### src/rtl/vram_arb_pkg.sv
// Shared types and constants for the VRAM arbiter.
// Latency: n/a (declarations only).
// Backpressure: n/a.
package vram_arb_pkg;

    localparam int AW_DEF  = 16;
    localparam int DW_DEF  = 8;
    localparam int VID_LAT = 3;

    typedef enum logic [2:0] {
        ST_IDLE,
        ST_ISSUE,
        ST_RWAIT,
        ST_RCAP,
        ST_ACK
    } cpu_state_e;

endpackage

### src/rtl/vram_wbuf.sv
// Posted-write FIFO holding {addr,data} pairs for the VRAM arbiter.
// Latency: a pushed entry is visible at the head one cycle later.
// Backpressure: push ignored when full, pop ignored when empty; the caller gates on oFull/oEmpty.
module vram_wbuf #(
    parameter int AW    = 16,
    parameter int DW    = 8,
    parameter int DEPTH = 4
) (
    input  logic          iClk,
    input  logic          iRstN,
    input  logic          iPush,
    input  logic [AW-1:0] iAddr,
    input  logic [DW-1:0] iData,
    input  logic          iPop,
    output logic [AW-1:0] oAddr,
    output logic [DW-1:0] oData,
    output logic          oEmpty,
    output logic          oFull
);
    localparam int PW = $clog2(DEPTH);

    logic [AW+DW-1:0] mem_q [DEPTH];
    logic [PW-1:0]    wr_ptr_q;
    logic [PW-1:0]    rd_ptr_q;
    logic [PW:0]      cnt_q;
    logic             do_push;
    logic             do_pop;

    assign oEmpty  = (cnt_q == '0);
    assign oFull   = (cnt_q == (PW+1)'(DEPTH));
    assign do_push = iPush && !oFull;
    assign do_pop  = iPop && !oEmpty;

    assign {oAddr, oData} = mem_q[rd_ptr_q];

    always_ff @(posedge iClk) begin
        if (do_push) begin
            mem_q[wr_ptr_q] <= {iAddr, iData};
        end
    end

    // Pointers wrap naturally because DEPTH is a power of two.
    always_ff @(posedge iClk or negedge iRstN) begin
        if (!iRstN) begin
            wr_ptr_q <= '0;
            rd_ptr_q <= '0;
            cnt_q    <= '0;
        end else begin
            if (do_push) begin
                wr_ptr_q <= wr_ptr_q + 1'b1;
            end
            if (do_pop) begin
                rd_ptr_q <= rd_ptr_q + 1'b1;
            end
            case ({do_push, do_pop})
                2'b10:   cnt_q <= cnt_q + 1'b1;
                2'b01:   cnt_q <= cnt_q - 1'b1;
                default: cnt_q <= cnt_q;
            endcase
        end
    end

endmodule

### src/rtl/vram_arbiter.sv
// Single-port VRAM shared by scanout (absolute priority) and a CPU bus; optional posted writes under VRAM_ARB_WBUF_EN.
// Latency: video req->data 3 cycles fixed; CPU write 2 (1 when posted), CPU read 4 with no video traffic.
// Backpressure: video never stalls; CPU holds iCpuReq until oCpuAck, deferred while video owns the slot or the write FIFO is full.
module vram_arbiter
    import vram_arb_pkg::*;
#(
    parameter int AW         = AW_DEF,
    parameter int DW         = DW_DEF,
    parameter int WBUF_DEPTH = 4
) (
    input  logic          iClk,
    input  logic          iRstN,
    input  logic          iVidReq,
    input  logic [AW-1:0] iVidAddr,
    output logic [DW-1:0] oVidData,
    output logic          oVidValid,
    input  logic          iCpuReq,
    input  logic          iCpuWe,
    input  logic [AW-1:0] iCpuAddr,
    input  logic [DW-1:0] iCpuWData,
    output logic          oCpuAck,
    output logic [DW-1:0] oCpuRData,
    output logic [AW-1:0] oMemAddr,
    output logic          oMemWe,
    output logic [DW-1:0] oMemWData,
    input  logic [DW-1:0] iMemRData
);
    if ((WBUF_DEPTH < 2) || ((WBUF_DEPTH & (WBUF_DEPTH - 1)) != 0)) begin : g_bad_depth
        $error("vram_arbiter: WBUF_DEPTH must be a power of two >= 2");
    end

    cpu_state_e         state_q;
    logic               cpu_ack_q;
    logic [DW-1:0]      cpu_rdata_q;
    logic [VID_LAT-2:0] vid_pipe_q;
    logic               vid_valid_q;
    logic [DW-1:0]      vid_data_q;
    logic [DW-1:0]      mem_rdata_q;
    logic [AW-1:0]      mem_addr_q,  mem_addr_d;
    logic               mem_we_q,    mem_we_d;
    logic [DW-1:0]      mem_wdata_q, mem_wdata_d;
    logic               cpu_issue;
    logic               cpu_post;

`ifdef VRAM_ARB_WBUF_EN
    logic          wb_empty;
    logic          wb_full;
    logic          wb_pop;
    logic [AW-1:0] wb_addr;
    logic [DW-1:0] wb_data;

    // Reads wait for an empty FIFO so they never overtake a posted write.
    assign cpu_issue = (state_q == ST_IDLE) && iCpuReq && !iCpuWe && !iVidReq && wb_empty;
    assign cpu_post  = (state_q == ST_IDLE) && iCpuReq && iCpuWe && !wb_full;
    assign wb_pop    = !iVidReq && !cpu_issue && !wb_empty;

    vram_wbuf #(
        .AW    (AW),
        .DW    (DW),
        .DEPTH (WBUF_DEPTH)
    ) u_wbuf (
        .iClk   (iClk),
        .iRstN  (iRstN),
        .iPush  (cpu_post),
        .iAddr  (iCpuAddr),
        .iData  (iCpuWData),
        .iPop   (wb_pop),
        .oAddr  (wb_addr),
        .oData  (wb_data),
        .oEmpty (wb_empty),
        .oFull  (wb_full)
    );
`else
    assign cpu_issue = (state_q == ST_IDLE) && iCpuReq && !iVidReq;
    assign cpu_post  = 1'b0;
`endif

    always_comb begin
        mem_addr_d  = mem_addr_q;
        mem_we_d    = 1'b0;
        mem_wdata_d = mem_wdata_q;
        if (iVidReq) begin
            mem_addr_d = iVidAddr;
        end else if (cpu_issue) begin
            mem_addr_d  = iCpuAddr;
            mem_we_d    = iCpuWe;
            mem_wdata_d = iCpuWData;
        end
`ifdef VRAM_ARB_WBUF_EN
        else if (wb_pop) begin
            mem_addr_d  = wb_addr;
            mem_we_d    = 1'b1;
            mem_wdata_d = wb_data;
        end
`endif
    end

    // iMemRData is valid in RWAIT; staging it lets RCAP commit it and oCpuRData only changes with the ack.
    always_ff @(posedge iClk or negedge iRstN) begin
        if (!iRstN) begin
            state_q     <= ST_IDLE;
            cpu_ack_q   <= 1'b0;
            cpu_rdata_q <= '0;
        end else begin
            cpu_ack_q <= 1'b0;
            case (state_q)
                ST_IDLE: begin
                    if (cpu_issue) begin
                        state_q <= ST_ISSUE;
                    end else if (cpu_post) begin
                        state_q   <= ST_ACK;
                        cpu_ack_q <= 1'b1;
                    end
                end
                ST_ISSUE: begin
                    if (iCpuWe) begin
                        state_q   <= ST_ACK;
                        cpu_ack_q <= 1'b1;
                    end else begin
                        state_q <= ST_RWAIT;
                    end
                end
                ST_RWAIT: state_q <= ST_RCAP;
                ST_RCAP: begin
                    state_q     <= ST_ACK;
                    cpu_ack_q   <= 1'b1;
                    cpu_rdata_q <= mem_rdata_q;
                end
                ST_ACK:  state_q <= ST_IDLE;
                default: state_q <= ST_IDLE;
            endcase
        end
    end

    always_ff @(posedge iClk or negedge iRstN) begin
        if (!iRstN) begin
            mem_addr_q  <= '0;
            mem_we_q    <= 1'b0;
            mem_wdata_q <= '0;
            mem_rdata_q <= '0;
            vid_pipe_q  <= '0;
            vid_valid_q <= 1'b0;
            vid_data_q  <= '0;
        end else begin
            mem_addr_q  <= mem_addr_d;
            mem_we_q    <= mem_we_d;
            mem_wdata_q <= mem_wdata_d;
            mem_rdata_q <= iMemRData;
            vid_pipe_q  <= {vid_pipe_q[VID_LAT-3:0], iVidReq};
            vid_valid_q <= vid_pipe_q[VID_LAT-2];
            if (vid_pipe_q[VID_LAT-2]) begin
                vid_data_q <= iMemRData;
            end
        end
    end

    assign oMemAddr  = mem_addr_q;
    assign oMemWe    = mem_we_q;
    assign oMemWData = mem_wdata_q;
    assign oVidValid = vid_valid_q;
    assign oVidData  = vid_data_q;
    assign oCpuAck   = cpu_ack_q;
    assign oCpuRData = cpu_rdata_q;

endmodule

### config.mk
export PLATFORM = sky130hd
export DESIGN_NAME = vram_arbiter
export DESIGN_NICKNAME = d
export VERILOG_FILES = /design/src/rtl/vram_arb_pkg.sv /design/src/rtl/vram_wbuf.sv /design/src/rtl/vram_arbiter.sv
export SDC_FILE = /design/constraint.sdc
export NUM_CORES = 1
export LEC_CHECK = 0
export ABC_AREA = 1
export BUFFER_PORTS_ARGS = -buffer_cell sky130_fd_sc_hd__buf_4
export CORE_ASPECT_RATIO = 0.9
export CORE_UTILIZATION = 28
export CTS_BUF_LIST = sky130_fd_sc_hd__clkbuf_4
export DETAILED_ROUTE_END_ITERATION = 10
export GPL_TIMING_DRIVEN = 0
export SYNTH_ARGS = -nofsm -noshare
export SYNTH_HDL_FRONTEND = slang
export SYNTH_SLANG_ARGS = --single-unit
### constraint.sdc
create_clock -name iClk -period 2.35 [get_ports iClk]
set_clock_uncertainty 0.1 [all_clocks]
set_input_delay 0.5875 -clock iClk [delete_from_list [all_inputs] [get_ports iClk]]
set_output_delay 0.5875 -clock iClk [all_outputs]
set_load 0.005 [all_outputs]
==> reports/metrics.csv, run 1 <==
stage,metric,value,unit
outcome,status,"complete, no violations",
layout,layout cells sized above 1,0.377,
min_path,HP Class,in -> async,
cts,TritonCTS clock tree,done,
cts,CTS resizes,0,
placed_design,placed insts,425,
synth,synthesized cell area,0.00225,mm^2
floorplan,Die Y,87.1,um
power,Logic pwr share,0.333,
power,Peak VDD IR,0.254,mV
cts,CTS H-tree lvls,2,
cts,hold_buf cts,0,
placed_design,PortBufs,95,
synth,Seq cells post-synth,56,
timing,Pins Over Slew Limit,0,
power,power per cell area,852,mW/mm^2
timing,post-route setup TNS,0,ns
cts,Num Clock Sinks,56,
global_routing,total gr overflow,0,
timing,Slew @ Worst Pin,0.707,ns
timing,RSZ-0062 raised after global routing,no,
floorplan,die width,96.5,um
cts,CTS root buffer,clkbuf_4,
detailed_routing,DR pass1 iterations,4,
power,Sw Share,0.319,
critical_path,critical-path maximum fanout,2,
global_routing,initial antenna violation count,0,
power,Pwr Total,2.68,mW
flow_run,maxcap violations,0,
power,leakage power,1.72,nW
global_routing,largest net degree at the start of global routing,57,
detailed_routing,drt drc,0,
timing,Max Freq,617,MHz
cts,maximum clock path buffer count,2,
layout,diode count,0,
detailed_routing,wire per inst,11.7,um
timing,Slew headroom,0.529,
critical_path,Crit. End Element,output port,
synth,post-synthesis cell count,234,
timing,minimum clock period,1.62,ns
layout,area delta synth->final,39.7,%
critical_path,startpoint types,flip-flop,
power,Pint,1.83,mW
synth,post-synthesis cell type count,19,
global_routing,vias in the first global route,1803,
critical_path,CP cell instances,buf_4,
synth,yosys synthesis warning count,0,
detailed_routing,Final ANT Viol Nets,0,
layout,Fill cells,797,
timing,final hold vios,0,
synth,syn_area_per_cell,9.62,um^2
critical_path,CP top delay family,flip-flops,
detailed_routing,drt initial violations,36,
floorplan,Rows,30,
layout,post-route insts no fill,433,
timing,"Period Utilization, post-route",0.690,
floorplan,Die Area,0.00840,mm^2
critical_path,max incr delay on CP,0.43,ns
cts,Clock Latency Late Sink,0.36,ns
detailed_routing,vias per cell,4.34,
detailed_routing,via total after detailed routing,1881,
global_routing,first-pass GRT wire length,8280,um
global_routing,gr usage total,0.129,
timing,endpoints failing setup,0,
cts,post-CTS setup buffers,0,
detailed_routing,total wire length,5090,um
critical_path,"Arr. time, crit path",0.93,ns
critical_path,CP required,1.66,ns
placed_design,GPL Wtd Cong,0.659,
critical_path,CP bufs+invs,1,
floorplan,core area,0.00766,mm^2
floorplan,IO Count,96,
power,Clk pwr share,0.158,
power,sequential power share,0.508,
synth,"Seq/Total Area, Yosys",0.623,
cts,clock slew at the register clock pins of the worst setup and hold paths,0.16,ns
placed_design,HPWL Detailed,3770,um
floorplan,initial core utilization,0.294,
critical_path,critical path class,reg -> out,
layout,Final Net Count,389,
critical_path,slowest CP cell,dfrtp_1,
synth,Syn Nets,287,
power,Psw,855,uW
cts,CTS Buf Count,5,
final timing paths:
check	start	endpoint	slack, ns	cells after the start
min in group iClk	iMemRData[5]	mem_rdata_q[5]	0.22	1
max reg2reg	state_q[2]	state_q[2]	0.93	4
min reg2reg	vid_pipe_q[0]	vid_pipe_q[1]	0.27	0
max in group asynchronous	iRstN	oMemAddr[8]	1.53	1
max	oCpuRData[3]	oCpuRData[3]	0.73	1
min	iRstN	oMemWe	0.15	1
Yosys cell counts:
cell,number,area share
inv_1,11,0.018
nor2_4,2,0.010
a21oi_1,1,0.0022
dfrtp_1,56,0.62
nand2_4,1,0.0050
nand3_4,1,0.0078
nand3_2,1,0.0044
o22ai_1,1,0.0028
clkbuf_1,1,0.0017
o21ai_0,10,0.022
buf_4,3,0.010
buf_6,1,0.0050
nor2_1,1,0.0017
nand2_1,112,0.19
inv_2,2,0.0033
nand4_4,1,0.0094
buf_2,4,0.0089
nand3_1,17,0.038
mux2_2,8,0.040
cell type report:
type | count | area [um^2] | share of cell area
Buffer | 9 | 57.6 | 0.0183
Clock buffer | 6 | 45.0 | 0.0143
Clock inverter | 2 | 16.3 | 0.00517
Inverter | 13 | 48.8 | 0.0155
Multi-Input combinational cell | 156 | 743 | 0.236
Sequential cell | 56 | 1400 | 0.446
Tap cell | 96 | 120 | 0.0382
Timing Repair Buffer | 95 | 713 | 0.227
sequential cells by signal, indices dropped and copies added (netlist names):
register	cells
oVidValid	1
oCpuRData	8
oMemAddr	16
mem_rdata_q	8
state_q	3
oMemWData	8
oMemWe	1
vid_pipe_q	2
oVidData	8
oCpuAck	1
worst register-to-register path, stage by stage (launching register included):
cell      delay, ns
dfrtp_1        0.42
inv_1          0.08
nand3_2        0.16
clkbuf_1       0.35
o21ai_0        0.18
logic make-up (layout without fill, tap and decap cells):
group           after synthesis  in the layout  synth area share
mux                           8              8            0.0400
buf+inv                      22            125            0.0472
simple gates                136            136             0.263
flops                        56             56             0.623
compound gates               12             12            0.0272
routing by layer:
metal	vias up	global-route usage	wire length (um)
li1	932	-	-
met4	0	0.0321	19
met3	2	0.0332	326
met2	70	0.220	2400
met5	-	0	0
met1	877	0.164	2340
stage by stage:
stage | area (um^2) | utilization | hold slack [ns] | setup WS, ns
floorplan | 2250 | - | 0.192 | 0.968
global placement | 3080 | 0.403 | 0.238 | 0.689
detailed placement | 3080 | 0.403 | 0.240 | 0.681
CTS | 3150 | 0.411 | 0.145 | 0.692
global route | 3150 | 0.411 | 0.162 | 0.657
finish | 3150 | 0.411 | 0.147 | 0.728
power by group through the flow:
stage               clock network [mW]  registers [mW]  logic (mW)
finish                           0.424            1.36       0.894
global route                     0.492            1.39        1.02
CTS                              0.458            1.37       0.918
detailed placement                   0            1.39       0.915
global placement                     0            1.37       0.903
floorplan                            0            1.38       0.377
layout by cell type (no fill, tap or decap), types with 2 or more instances in the layout:
cell type / n
buf_2: 4
buf_4: 98
clkbuf_4: 6
dfrtp_1: 56
inv_1: 11
inv_2: 2
mux2_2: 8
nand2_1: 112
nand3_1: 17
nor2_4: 2
o21ai_0: 10
(Power assumes the default switching activity.)
==> run 2: changes to the inputs <==
==> constraint.sdc (replaced) <==
create_clock -name iClk -period 1.7 [get_ports iClk]
set_clock_uncertainty 0.1 [all_clocks]
set_input_delay 0.425 -clock iClk [delete_from_list [all_inputs] [get_ports iClk]]
set_output_delay 0.425 -clock iClk [all_outputs]
set_load 0.005 [all_outputs]
==> run 2 against run 1 <==
Critical path depth stayed put. Via count hardly changed. Cell count is 0.23% higher. Clock power is 38% higher. Setup slack worse by 0.49 ns. First-iteration DRC count is 11% lower. Routed wire length hardly changed. Register-to-register slack worse by 0.65 ns. Highest routed layer unchanged.
==> reports/metrics.csv, run 2 (synthesized netlist as in run 1, its figures left out) <==
stage,metric,value,unit,change
timing,RSZ-0062 raised after global routing,no,,
cts,CTS resizes,0,,unchanged
cts,Clock Latency Late Sink,0.36,ns,about the same
detailed_routing,DR pass1 iterations,4,,unchanged
timing,Slew @ Worst Pin,0.709,ns,+0.00187 ns
timing,Max Freq,685,MHz,
critical_path,critical-path maximum fanout,2,,unchanged
critical_path,"Arr. time, crit path",0.93,ns,about the same
timing,minimum clock period,1.46,ns,
timing,final hold vios,0,,unchanged
detailed_routing,total wire length,5090,um,about the same
detailed_routing,drt initial violations,32,,-11%
floorplan,Die Area,0.00840,mm^2,unchanged
critical_path,critical path class,reg -> out,,
flow_run,maxcap violations,0,,unchanged
placed_design,PortBufs,95,,unchanged
global_routing,vias in the first global route,1803,,unchanged
global_routing,largest net degree at the start of global routing,57,,unchanged
timing,worst setup slack after layout,0.241,ns,-0.487 ns
floorplan,initial core utilization,0.294,,unchanged
detailed_routing,Final ANT Viol Nets,0,,unchanged
global_routing,total gr overflow,0,,unchanged
layout,area delta synth->final,40.2,%,
floorplan,Rows,30,,unchanged
cts,CTS Buf Count,5,,unchanged
layout,diode count,0,,unchanged
layout,max reg flops,16,,unchanged
critical_path,max incr delay on CP,0.43,ns,about the same
placed_design,dpl ws,0.194,ns,-0.488 ns
detailed_routing,wire per inst,11.7,um,-0.19%
layout,most frequent cells in the layout,"nand2_1, buf_4, dfrtp_1, nand3_1, inv_1",,
cts,Num Clock Sinks,56,,unchanged
power,power per cell area,1180,mW/mm^2,+38%
detailed_routing,via total after detailed routing,1880,,-0.053%
layout,Finished Core Util,0.412,,+0.00131
timing,post-route setup TNS,0,ns,unchanged
global_routing,gr usage total,0.129,,unchanged
cts,CTS H-tree lvls,2,,unchanged
placed_design,DP Area,0.00308,mm^2,unchanged
timing,"Period Utilization, post-route",0.858,,
power,leakage power,1.72,nW,+0.24%
critical_path,CP required,1.17,ns,-0.49 ns
layout,Reg area,0.00140,mm^2,unchanged
cts,clock slew at the register clock pins of the worst setup and hold paths,0.16,ns,about the same
critical_path,CP top delay family,flip-flops,,
critical_path,CP cell instances,buf_4,,
placed_design,GPL Wtd Cong,0.659,,unchanged
cts,CTS root buffer,clkbuf_4,,
layout,post-route insts no fill,434,,+0.23%
critical_path,slowest CP cell,dfrtp_1,,
floorplan,die width,96.5,um,unchanged
layout,Final Instance Area,0.00316,mm^2,+0.32%
cts,TritonCTS clock tree,done,,
layout,Fill cells,794,,-0.38%
cts,maximum clock path buffer count,2,,unchanged
critical_path,startpoint types,flip-flop,,
critical_path,Crit. End Element,output port,,
floorplan,Die Y,87.1,um,unchanged
layout,layout cells sized above 1,0.376,,-0.00111
min_path,HP Class,in -> reg,,
timing,endpoints failing setup,0,,unchanged
layout,multi-input logic area,743,um^2,unchanged
layout,Final Net Count,390,,+0.26%
outcome,status,"complete, no violations",,
placed_design,placed insts,425,,unchanged
timing,Pins Over Slew Limit,0,,unchanged
layout,"most common cell after layout, fill and taps aside",nand2_1,,
floorplan,IO Count,96,,unchanged
floorplan,core area,0.00766,mm^2,unchanged
global_routing,first-pass GRT wire length,8280,um,unchanged
critical_path,CP bufs+invs,1,,unchanged
detailed_routing,vias per cell,4.33,,-0.28%
timing,Slew headroom,0.527,,-0.00125
detailed_routing,drt drc,0,,unchanged
global_routing,initial antenna violation count,0,,unchanged
power,Peak VDD IR,0.351,mV,+38%
placed_design,HPWL Detailed,3770,um,unchanged
==> run 2: cell types whose count changed in the layout (fill, tap and decap cells not counted), sizes merged <==
| cell | change |
|---|---|
| dlygate4sd3 | +1 |
==> run 2: per-layer routing <==
| layer | GRT usage | vias up | routed length [um] |
|---|---|---|---|
| met2 | 0.220 | 70 | 2410 |
| met3 | 0.0332 | 2 | 323 |
| met4 | 0.0321 | 0 | 19 |
| met1 | 0.164 | 875 | 2340 |
| li1 | - | 933 | - |
| met5 | 0 | - | 0 |
==> run 2: path summary, 6_finish.rpt <==
check / from / end / slack [ns] / cells after the start
max in group asynchronous: iRstN / oMemAddr[8] / 0.50 / 2
setup reg to reg: state_q[2] / state_q[2] / 0.28 / 4
hold reg to reg: vid_pipe_q[0] / vid_pipe_q[1] / 0.27 / 0
hold / removal: iMemRData[5] / mem_rdata_q[5] / 0.06 / 1
min in group asynchronous: iRstN / oMemWe / 0.53 / 2
setup / recovery: oCpuRData[3] / oCpuRData[3] / 0.24 / 1
==> run 2: final cells by class <==
| class | count | share of cell area |
|---|---|---|
| plain buffers | 9 | 0.0182 |
| clock buffers | 6 | 0.0143 |
| clock inverters | 2 | 0.00515 |
| inverters | 13 | 0.0155 |
| multi-input cells | 156 | 0.236 |
| flip-flops and latches | 56 | 0.444 |
| well taps | 96 | 0.0381 |
| repair buffers | 96 | 0.229 |
==> run 2: power breakdown <==
part | leakage [nW] | total (mW) | internal [mW] | switching, mW
combinational | 1.01 | 1.24 | 0.671 | 0.566
sequential | 0.685 | 1.88 | 1.67 | 0.211
clock | 0.0319 | 0.586 | 0.182 | 0.404
total | 1.72 | 3.71 | 2.53 | 1.18
==> run 2: repair_timing <==
action / 4_1_cts / 5_1_grt
hold buffers: 1 / 0
endpoints found under the hold margin: 44 / 0
setup buffers: 0 / 0
==> run 2: stage by stage <==
step           hold WS (ns)  total power, mW
2_1_floorplan        0.0294             2.43
5_1_grt              0.0134             4.01
3_3_place_gp          0.238             3.15
6_report             0.0613             3.71
3_5_place_dp          0.240             3.18
4_1_cts              0.0326             3.80
==> run 3: changes to the inputs <==
--- a/config.mk
+++ b/config.mk
@@ -11,7 +11,7 @@
 export CORE_UTILIZATION = 28
 export CTS_BUF_LIST = sky130_fd_sc_hd__clkbuf_4
 export DETAILED_ROUTE_END_ITERATION = 10
-export GPL_TIMING_DRIVEN = 0
+export GPL_TIMING_DRIVEN = 1
 export SYNTH_ARGS = -nofsm -noshare
 export SYNTH_HDL_FRONTEND = slang
 export SYNTH_SLANG_ARGS = --single-unit
==> run 3 against run 2 <==
Non-clock buffer count decreased by 7. Core utilization is 0.31 points lower. Sequential share of layout area grew 0.34 points. First-iteration DRC count fell by 16%. Design area fell by 0.75%. Critical path type unchanged. Largest power group unchanged.
==> reports/metrics.csv, run 3 (synthesized netlist as in run 1, its figures left out) <==
stage,metric,value,unit,change
critical_path,slowest CP cell,dfrtp_1,,
placed_design,PortBufs,95,,unchanged
cts,clock slew at the register clock pins of the worst setup and hold paths,0.16,ns,about the same
cts,CTS resizes,0,,unchanged
timing,worst setup slack after layout,0.241,ns,+0.000351 ns
timing,Slew headroom,0.750,,+0.222
min_path,HP Class,in -> reg,,
layout,area delta synth->final,39.1,%,
cts,Clock Latency Late Sink,0.36,ns,about the same
floorplan,IO Count,96,,unchanged
placed_design,HPWL Detailed,3560,um,-5.5%
power,power per cell area,1170,mW/mm^2,-0.21%
global_routing,first-pass GRT wire length,8340,um,+0.66%
critical_path,CP bufs+invs,1,,unchanged
detailed_routing,wire per inst,11.6,um,-1.3%
cts,hold_buf cts,1,,unchanged
layout,max reg flops,16,,unchanged
detailed_routing,DR pass1 iterations,3,,-1
floorplan,initial core utilization,0.294,,unchanged
timing,Max Freq,686,MHz,about the same
timing,RSZ-0062 raised after global routing,no,,
detailed_routing,drt drc,0,,unchanged
detailed_routing,Final ANT Viol Nets,0,,unchanged
outcome,status,"complete, no violations",,
cts,TritonCTS clock tree,done,,
floorplan,Die Y,87.1,um,unchanged
layout,Reg area,0.00140,mm^2,unchanged
power,Logic pwr share,0.331,,-0.003
placed_design,GPL Wtd Cong,0.670,,+1.7%
placed_design,dpl ws,0.228,ns,+0.0345 ns
power,leakage power,1.71,nW,-0.97%
critical_path,critical path class,reg -> out,,
timing,final hold vios,0,,unchanged
detailed_routing,via total after detailed routing,1785,,-5.1%
power,Clk pwr share,0.155,,-0.003
floorplan,core area,0.00766,mm^2,unchanged
power,Peak VDD IR,0.324,mV,-7.8%
critical_path,CP cell instances,buf_4,,
cts,CTS root buffer,clkbuf_4,,
detailed_routing,vias per cell,4.18,,-3.5%
layout,layout cells sized above 1,0.363,,-0.0132
critical_path,"Arr. time, crit path",0.93,ns,about the same
floorplan,Rows,30,,unchanged
cts,CTS Buf Count,5,,unchanged
timing,post-route setup TNS,0,ns,unchanged
cts,post-CTS setup buffers,0,,unchanged
cts,CTS H-tree lvls,2,,unchanged
layout,diode count,0,,unchanged
detailed_routing,total wire length,4940,um,-2.8%
detailed_routing,drt initial violations,27,,-16%
critical_path,max incr delay on CP,0.43,ns,about the same
critical_path,CP top delay family,flip-flops,,
layout,multi-input logic area,743,um^2,unchanged
timing,Slew @ Worst Pin,0.375,ns,-0.334 ns
layout,Finished Core Util,0.409,,-0.00311
layout,Final Net Count,383,,-1.8%
critical_path,CP required,1.17,ns,about the same
timing,Pins Over Slew Limit,0,,unchanged
cts,Num Clock Sinks,56,,unchanged
power,Sw Share,0.322,,+0.00329
layout,Fill cells,780,,-1.8%
timing,"Period Utilization, post-route",0.858,,about the same
floorplan,Die Area,0.00840,mm^2,unchanged
timing,endpoints failing setup,0,,unchanged
global_routing,gr usage total,0.129,,-0.000642
global_routing,total gr overflow,0,,unchanged
layout,post-route insts no fill,427,,-1.6%
timing,minimum clock period,1.46,ns,-0.000351 ns
power,Pint,2.49,mW,-1.4%
global_routing,vias in the first global route,1811,,+0.44%
floorplan,die width,96.5,um,unchanged
layout,Final Instance Area,0.00313,mm^2,-0.75%
critical_path,critical-path maximum fanout,2,,unchanged
cts,maximum clock path buffer count,2,,unchanged
placed_design,placed insts,418,,-1.6%
layout,most frequent cells in the layout,"nand2_1, buf_4, dfrtp_1, nand3_1, inv_1",,
critical_path,startpoint types,flip-flop,,
flow_run,maxcap violations,0,,unchanged
layout,"most common cell after layout, fill and taps aside",nand2_1,,
critical_path,Crit. End Element,output port,,
power,Psw,1.18,mW,about the same
power,sequential power share,0.514,,+0.006
global_routing,initial antenna violation count,0,,unchanged
global_routing,largest net degree at the start of global routing,39,,-32%
placed_design,DP Area,0.00307,mm^2,-0.57%
==> run 3: routing by layer <==
metal,up-vias,track usage,wire length [um]
li1,922,-,-
met1,803,0.162,2300
met2,58,0.217,2320
met3,2,0.0358,300
met4,0,0.0321,21
met5,-,0,0
==> run 3: cell type report <==
type | count | area share
inverter | 13 | 0.0156
clock inverter | 3 | 0.00559
tap | 96 | 0.0384
timing repair buffer | 98 | 0.244
clock buffer | 5 | 0.0120
multi-input combinational | 156 | 0.237
sequential | 56 | 0.447
==> run 3: power groups by stage <==
stage	combinational, mW	sequential, mW	clock [mW]
after floorplan	0.521	1.91	0
after global placement	1.22	1.91	0
after detailed placement	1.25	1.91	0
after CTS	1.25	1.89	0.613
after global routing	1.40	1.94	0.665
final	1.22	1.89	0.568
==> run 3: final timing paths <==
path                          startpoint        endpoint  slack [ns]  cells past startpoint
setup / recovery             oMemAddr[7]     oMemAddr[7]        0.24                      1
hold / removal              iMemRData[0]  mem_rdata_q[0]        0.07                      1
setup reg to reg              state_q[2]    oMemAddr[12]        0.24                      5
hold reg to reg            vid_pipe_q[0]   vid_pipe_q[1]        0.27                      0
max in group asynchronous          iRstN    oCpuRData[7]        0.67                      3
min in group asynchronous          iRstN    oMemAddr[13]        0.36                      2
==> run 3: per-stage QoR <==
stage / hold slack (ns) / total power, mW
final: 0.0651 / 3.67
after global routing: 0.0312 / 4.00
after CTS: 0.0388 / 3.75
after detailed placement: 0.224 / 3.16
after global placement: 0.223 / 3.13
after floorplan: 0.0294 / 2.43
